--- src/rtl/md_hilo_ctrl.sv ---
// HI/LO multiply/divide controller: single-cycle 32x32 multiply, 32-step restoring divide,
// and MTHI/MTLO pass-through, each finishing with a one-cycle write-back to the HI/LO file.
module md_hilo_ctrl (
    input  logic        clk,
    input  logic        reset,
    input  logic        req_valid,
    output logic        req_ready,
    input  logic [2:0]  req_op,
    input  logic [31:0] req_src1,
    input  logic [31:0] req_src2,
    input  logic        flush,
    output logic        busy,
    output logic        we_hi,
    output logic [31:0] wdata_hi,
    output logic        we_lo,
    output logic [31:0] wdata_lo
);

    localparam logic [1:0] S_IDLE = 2'd0;
    localparam logic [1:0] S_MUL  = 2'd1;
    localparam logic [1:0] S_DIV  = 2'd2;
    localparam logic [1:0] S_WB   = 2'd3;

    localparam logic [2:0] OP_MULT  = 3'd0;
    localparam logic [2:0] OP_MULTU = 3'd1;
    localparam logic [2:0] OP_DIV   = 3'd2;
    localparam logic [2:0] OP_DIVU  = 3'd3;
    localparam logic [2:0] OP_MTHI  = 3'd4;
    localparam logic [2:0] OP_MTLO  = 3'd5;

    logic [1:0]  state;
    logic [5:0]  cnt;
    logic [2:0]  op_q;
    logic [31:0] src1_q;
    logic [31:0] src2_q;
    logic [31:0] rem_q;
    logic [31:0] quo_q;
    logic [31:0] dvs_q;
    logic [31:0] res_hi;
    logic [31:0] res_lo;

    logic        accept;
    logic [63:0] mul_a;
    logic [63:0] mul_b;
    logic [63:0] product;
    logic        neg1;
    logic        neg2;
    logic [32:0] shifted;
    logic        fits;
    logic [31:0] rem_nx;
    logic [31:0] quo_nx;
    logic        wb_live;

    assign req_ready = (state == S_IDLE) && !flush && !reset;
    assign accept    = req_valid && req_ready;
    assign busy      = (state != S_IDLE);

    // Sign-extending to 64 bits lets one multiplier serve both MULT and MULTU.
    assign mul_a   = {{32{(op_q == OP_MULT) & src1_q[31]}}, src1_q};
    assign mul_b   = {{32{(op_q == OP_MULT) & src2_q[31]}}, src2_q};
    assign product = mul_a * mul_b;

    assign neg1 = (op_q == OP_DIV) & src1_q[31];
    assign neg2 = (op_q == OP_DIV) & src2_q[31];

    // One restoring step: shift the next dividend bit in, subtract when it fits.
    // A successful subtraction leaves less than the divisor, so 32-bit wraparound is exact.
    assign shifted = {rem_q, quo_q[31]};
    assign fits    = shifted >= {1'b0, dvs_q};
    assign rem_nx  = fits ? (shifted[31:0] - dvs_q) : shifted[31:0];
    assign quo_nx  = {quo_q[30:0], fits};

    // Writes are suppressed in the same cycle by flush or reset, not only on the next edge.
    assign wb_live  = (state == S_WB) && !flush && !reset;
    assign we_hi    = wb_live && (op_q != OP_MTLO);
    assign we_lo    = wb_live && (op_q != OP_MTHI);
    assign wdata_hi = we_hi ? res_hi : 32'd0;
    assign wdata_lo = we_lo ? res_lo : 32'd0;

    // NOTE: sequential state uses non-blocking assignments so every register samples pre-edge values.
    always_ff @(posedge clk) begin
        if (reset) begin
            state <= S_IDLE;
            cnt   <= 6'd0;
        end else begin
            case (state)
                S_IDLE: begin
                    if (accept) begin
                        case (req_op)
                            OP_MULT, OP_MULTU: state <= S_MUL;
                            OP_DIV, OP_DIVU: begin
                                state <= S_DIV;
                                cnt   <= 6'd0;
                            end
                            OP_MTHI, OP_MTLO:  state <= S_WB;
                            default:           state <= S_IDLE;
                        endcase
                    end
                end
                S_MUL: state <= flush ? S_IDLE : S_WB;
                S_DIV: begin
                    if (flush) begin
                        state <= S_IDLE;
                    end else if (cnt == 6'd0) begin
                        if (src2_q == 32'd0) state <= S_IDLE;
                        else                 cnt   <= 6'd1;
                    end else if (cnt == 6'd32) begin
                        state <= S_WB;
                    end else begin
                        cnt <= cnt + 6'd1;
                    end
                end
                default: state <= S_IDLE;
            endcase
        end
    end

    // NOTE: datapath registers carry no reset; the FSM never lets a write expose them before they are loaded.
    always_ff @(posedge clk) begin
        if (state == S_IDLE && accept) begin
            op_q   <= req_op;
            src1_q <= req_src1;
            src2_q <= req_src2;
            res_hi <= req_src1;
            res_lo <= req_src1;
        end else if (state == S_MUL) begin
            res_hi <= product[63:32];
            res_lo <= product[31:0];
        end else if (state == S_DIV) begin
            if (cnt == 6'd0) begin
                rem_q <= 32'd0;
                quo_q <= neg1 ? -src1_q : src1_q;
                dvs_q <= neg2 ? -src2_q : src2_q;
            end else begin
                rem_q <= rem_nx;
                quo_q <= quo_nx;
                if (cnt == 6'd32) begin
                    res_lo <= (neg1 ^ neg2) ? -quo_nx : quo_nx;
                    res_hi <= neg1 ? -rem_nx : rem_nx;
                end
            end
        end
    end

endmodule
--- config.mk ---
export PLATFORM = sky130hd
export DESIGN_NAME = md_hilo_ctrl
export DESIGN_NICKNAME = d
export VERILOG_FILES = /design/src/rtl/md_hilo_ctrl.sv
export SDC_FILE = /design/constraint.sdc
export NUM_CORES = 2
export LEC_CHECK = 0
export BUFFER_PORTS_ARGS = -buffer_cell sky130_fd_sc_hd__buf_4
export CAP_MARGIN = 20
export CELL_PAD_IN_SITES_DETAIL_PLACEMENT = 1
export CELL_PAD_IN_SITES_GLOBAL_PLACEMENT = 1
export CORE_ASPECT_RATIO = 2
export CORE_MARGIN = 2
export CORE_UTILIZATION = 52
export DETAILED_ROUTE_END_ITERATION = 7
export GPL_TIMING_DRIVEN = 0
export PLACE_DENSITY_LB_ADDON = 0.1
export SKIP_LAST_GASP = 1
export SLEW_MARGIN = 15
export SYNTH_ARGS = -nofsm -noshare
export SYNTH_HDL_FRONTEND = slang
export SYNTH_SLANG_ARGS = --single-unit
--- constraint.sdc ---
create_clock -name clk -period 9.95 [get_ports clk]
set_input_delay 0 -clock clk [delete_from_list [all_inputs] [get_ports clk]]
set_output_delay 0 -clock clk [all_outputs]
set_load 0.02 [all_outputs]
After elaboration in Yosys (flattened, before gate mapping)
Cells that the tools add are included.
{ "totals": {"input_bits": 71, "register_bits": 235, "output_inout_bits": 68, "elab_cells": 105} }
{ "classes": {"multipliers": 1, "n_bitwise": 7, "reduce_logical": 27, "add_sub_neg": 6, "muxes": 33, "eq_ne": 20, "magnitude_cmp": 1} }
{ "op_table": {"columns": ["operator", "count"], "rows": [
  ["$mux 32", 18],
  ["$neg 32->32", 4],
  ["$mul 33x33->64", 1],
  ["$mux 6", 6],
  ["$ge 33x32->1", 1],
  ["$logic_not 32->1", 1],
  ["$sub 32x32->32", 1],
  ["$mux 2", 6],
  ["$ne 3x3->1 const B", 4],
  ["$pmux 2 s3", 2],
  ["$pmux 6 s2", 1],
  ["$eq 3x2->1 const B", 3],
  ["$reduce_and 3->1", 3],
  ["$logic_and 1x1->1", 8],
  ["$ne 4x4->1 const B", 2],
  ["$add 6x1->6 const B", 1],
  ["$eq 3x3->1 const B", 2],
  ["$eq 6x6->1 const B", 1],
  ["$logic_not 3->1", 2],
  ["$logic_not 6->1", 1],
  ["$reduce_and 6->1", 1],
  ["$reduce_bool 3->1", 2],
  ["$reduce_or 2->1", 3],
  ["$and 1x1->1", 4],
  ["other kinds (12)", 17]
]} }

Longest topological paths before layout
{ "depth": {"ltp_word": 9, "ltp_mapped": 33, "ltp_nobuf": 30} }

Worst setup path after synthesis
OpenSTA, ideal clock, no wires.
{ "synth_path": {"kind": "register -> register", "start": "register op_q[0]", "end": "register res_hi[27] (data pin)", "synth_period_minus_slack_ns": 8.709, "path_stages_with_launch": 30, "setup_time_ns": 0.271, "path_buffers": 2, "slack_ns": 1.241, "t_arrival_ns": 8.438, "t_required_ns": 9.679, "cell_sequence": "edfxtp_1 > nor3_1 > clkbuf_1 > and2_1 > clkbuf_1 > nand2_1 > inv_1 > fa_1 > fa_1 > fa_1 > fa_1 > inv_1 > fa_1 > inv_1 > fa_1 > inv_1 > fa_1 > fa_1 > inv_1 > ha_1 > a21o_1 > a221o_1 > a22o_1 > a31oi_1 > nand2_1 > o41ai_1 > o21ai_0 > xor2_1 > nand2_1 > o211ai_1"} }
{ "synth_via": {"elab_chain_len": 8, "word_cells_on_any_way": 12, "classes_between": "mul: 1; eq/ne: 1; mux: 6; bitwise: 3; reduce/logical: 1"} }
{ "synth_rtl": {"columns": ["element", "line_no", "text"], "rows": [
  ["start: declaration", "33", "logic [2:0] op_q;"],
  ["start signal: assignment", "121", "op_q <= req_op;"],
  ["branches (longest 6 deep; another with $mul 33x33->64)", null, null],
  ["$mux 32 *", "126", "end else if (state == S_MUL) begin"],
  ["$mux 32 *", "120", "if (state == S_IDLE && accept) begin"],
  ["end signal: assignment", "124", "res_hi <= req_src1;"],
  ["end signal: assignment", "127", "res_hi <= product[63:32];"],
  ["end signal: assignment", "139", "res_hi <= neg1 ? -rem_nx : rem_nx;"],
  ["end: declaration", "39", "logic [31:0] res_hi;"]
]} }
Mark *: on every way between the ends. The select of a mux whose other input is x is not followed.
A chain may end at the register's enable or synchronous reset.

Worst setup path after layout
{ "layout_path": {"start": "register src2_q[8]", "end": "register res_hi[3] (data pin)"} }
{ "layout_via": {"elab_chain_len": 3} }
{ "layout_rtl": {"columns": ["element", "line_no", "text"], "rows": [
  ["start: declaration", "35", "logic [31:0] src2_q;"],
  ["start signal: assignment", "123", "src2_q <= req_src2;"],
  ["$mul 33x33->64", "61", "assign product = mul_a * mul_b;"],
  ["$mux 32", "126", null],
  ["$mux 32", "120", null]
]} }
Every way passes these cells.

==> metrics <==
fmax=between 0.09 and 0.1 GHz; post-synthesis xor/xnor area fraction=3.44%; Final setup viols=4; RePlAce Congestion=about 1.1; Clk Latency, worst-skew pair=~600 ps; Netlist Area Pre-Place=roughly 53000 um^2; largest net degree at the start of global routing=53; site row count=approximately 170; Chip Width=approximately 230 um; Adder-Cell Fraction of Synth Area=48.8%; layout cells sized above 1=under 10%; Worst Path Class, Setup=register to register; register bit count reported by yosys=around 240; Fill cells=11800; Post-DP HPWL=between 200 and 250 mm; max_cap viols=1; post-route ant nets=0; Syn Area/Cell=approximately 9.1 um^2; Routed wire per std cell=between 30 and 40 um; Clk Tree Root Cell=clkbuf_16; reg2reg end=res_hi[3]$_DFFE_PP_; WL final=about 260 mm; Vert. Die Dim=~450 um; FF-to-FF path depth=25; sequential fraction of the synthesis area=13.3%; worst-case clock buffer depth=3; Fin. Hold Viols=0; die footprint=slightly above 100000 um^2; PortBufs=approximately 140; top-count cell post-synth=inv_1; final period utilization=102%; Setup crit end kind=register; Required @ worst endpoint=about 10000 ps; WHS Path Cells=2; number of unique standard cell types used by synthesis=100; ys async rst share=0%; largest cells by area after synthesis=fa_1 (43%), edfxtp_1 (13%), inv_1 (8.6%); Final WS setup=-175 ps; worst r2r src=src2_q[8]$_DFFE_PP_; post-DR vias/cell=approximately 6.3; Post-route DRC=0; Sequential Area=between 6000 and 7000 um^2; Hold WC Path Type=primary input to register; largest family of logic cells by synthesized area=adder cells; core area=about 100000 um^2; I/O pins=~140; pre-CTS WS=-2190 ps; Compound-Gate Fraction of Synth Area=7.18%; GRT overflow=0; uppermost routed layer=met5; area of the multi-input gates=approximately 40000 um^2; WL met1=between 70 and 80 mm; Post-synth EDFFs=around 230; commonest cells in the netlist=inv_1 (1212), fa_1 (1126), nand2_1 (925), and2_1 (352), clkbuf_1 (291); Initial Util=52.2%; Final Slew Violations=0; failing checks=capacitance limit, setup timing; Gate Count Post-Synth=around 5800; yosys warns=0; clk slew on worst S/H paths=about 90 ps; met3 WL=about 22 mm; Post-Syn Nets=~7200; Yosys top cell area share=a little over two fifths; met2 WL=126 mm; fin crit period=10130 ps; largest area contributor in the netlist=fa_1; antenna violations before repair=29; DRT iter0 DRCs=between 3000 and 4000; Syn-to-layout area delta=10.2%; worst hold endpoint=src2_q[3]$_DFFE_PP_; DRT Pass-1 Iters=7; total number of vias=46400; critical path startpoint category=register; R2R setup slack=-180 ps; GRT Util Overall=between 50% and 60%; Synth Flop Type=edfxtp_1; RSZ-0062 raised after global routing=yes; crit path DAT=approximately 11000 ps; simple-gate portion of the synthesized area=roughly 16%; mux cell area share after synthesis=less than 1%; Final #Nets=7501; Clock Sinks=about 240; HP Start=req_src2[3]; Slew Limit Headroom=less than 1%; slew of the pin with the lowest slew margin=around 1500 ps; CTS tree=yes; first-pass GRT wire length=around 370 mm; outcome=complete, but fails checks; Inserted Clock Buffers=20; Layout Skew=~25 ps; H-Tree Depth=1; vias in the first global route=approximately 53000; Crit Path Max Fanout=10
-- critical path: stages, from the launching register on --
cell and delay, ps:
edfxtp_1 350, clkbuf_2 610, clkdlybuf4s15_1 960, nand2_1 170
fa_1 530, inv_1 60, fa_1 500, inv_1 60
fa_1 510, inv_1 60, fa_1 440, ha_1 310
ha_1 310, fa_1 470, fa_1 420, ha_1 400
nand2_1 130, nor4_2 600, a311oi_4 300, o21ai_1 440
a21oi_1 240, o31ai_1 420, o21ai_0 190, xnor2_1 990
o21ai_0 250, o21ai_0 210
-- stage by stage --
step	std cells	hold WS (ps)	instance area [um^2]	utilization (%)	setup TNS, ps
final	7425	138	58000	57.6	-421
after global routing	7404	140	58000	57.5	-1150
after CTS	7368	152	57400	56.9	-42.6
after detailed placement	7264	180	55800	55.4	-36220
after global placement	7237	179	55300	54.9	-52000
after floorplan	5763	69.1	52600	-	0
-- cell families after synthesis --
family | after synthesis
buffers and inverters | 1555
flip-flops | 235
AO/OA/AOI/OAI | 588
XOR/XNOR | 207
multiplexers | 24
AND/OR/NAND/NOR | 1775
adder cells (fa/ha/maj) | 1379
-- how the worst max path moves through the flow --
stage / startpoint / slack (ps) / to
floorplan: op_q[0]$_DFFE_PP_ / 1240 / res_hi[27]$_DFFE_PP_
global placement: op_q[0]$_DFFE_PP_ / -2690 / res_hi[25]$_DFFE_PP_
detailed placement: op_q[0]$_DFFE_PP_ / -2190 / res_hi[25]$_DFFE_PP_
CTS: op_q[0]$_DFFE_PP_ / -40 / res_hi[25]$_DFFE_PP_
global route: src2_q[8]$_DFFE_PP_ / -320 / res_hi[11]$_DFFE_PP_
finish: src2_q[8]$_DFFE_PP_ / -180 / res_hi[3]$_DFFE_PP_
-- layout by cell type, fill, tap and decap left out, drive strengths merged, types with 17 or more instances in the layout --
cell type    count
and3            34
ha             253
inv           1213
a21o            24
dlygate4sd3     69
edfxtp         227
or2             17
o31ai           25
buf            265
mux2i           22
nor4            18
diode           25
nand2b          20
xor2            89
a21oi          189
clkbuf         289
nand3           44
and2           354
o21ai          172
a31oi           20
or3             21
nand2          926
fa            1126
nor3            57
xnor2          118
nor2           227
-- layer usage --
metal,global-route usage (%),up-vias
li1,-,18000
met1,44.1,23600
met2,85.3,3014
met3,15.3,1723
met4,62.3,12
met5,0,-
-- area by class of cell --
class,count,share of cell area (%)
antenna,25,0.108
buffer,316,2.43
clock buffer,22,0.912
clock inverter,13,0.196
inverter,1212,7.85
multi-input combinational,3973,68.9
sequential,235,12.0
tap,1336,2.88
timing repair buffer,293,4.72
-- sequential cells by signal, summed over array words and instances, names as in the netlist --
| register | flops |
|---|---|
| src1_q | 32 |
| rem_q | 32 |
| res_lo | 32 |
| op_q | 3 |
| res_hi | 32 |
| state | 2 |
| quo_q | 32 |
| dvs_q | 32 |
| src2_q | 32 |
| cnt | 6 |
-- timing repair --
action	CTS	global route
endpoints found under the hold margin	125	0
hold buffers	69	0
endpoints found under the setup margin	31	30
buffers inserted	16	33
pin swaps	2	1
resized for setup	49	111
Power is left out: the tool's default activity adds up to more than one toggle a clock period on the data nets, which glitch-free logic cannot reach.
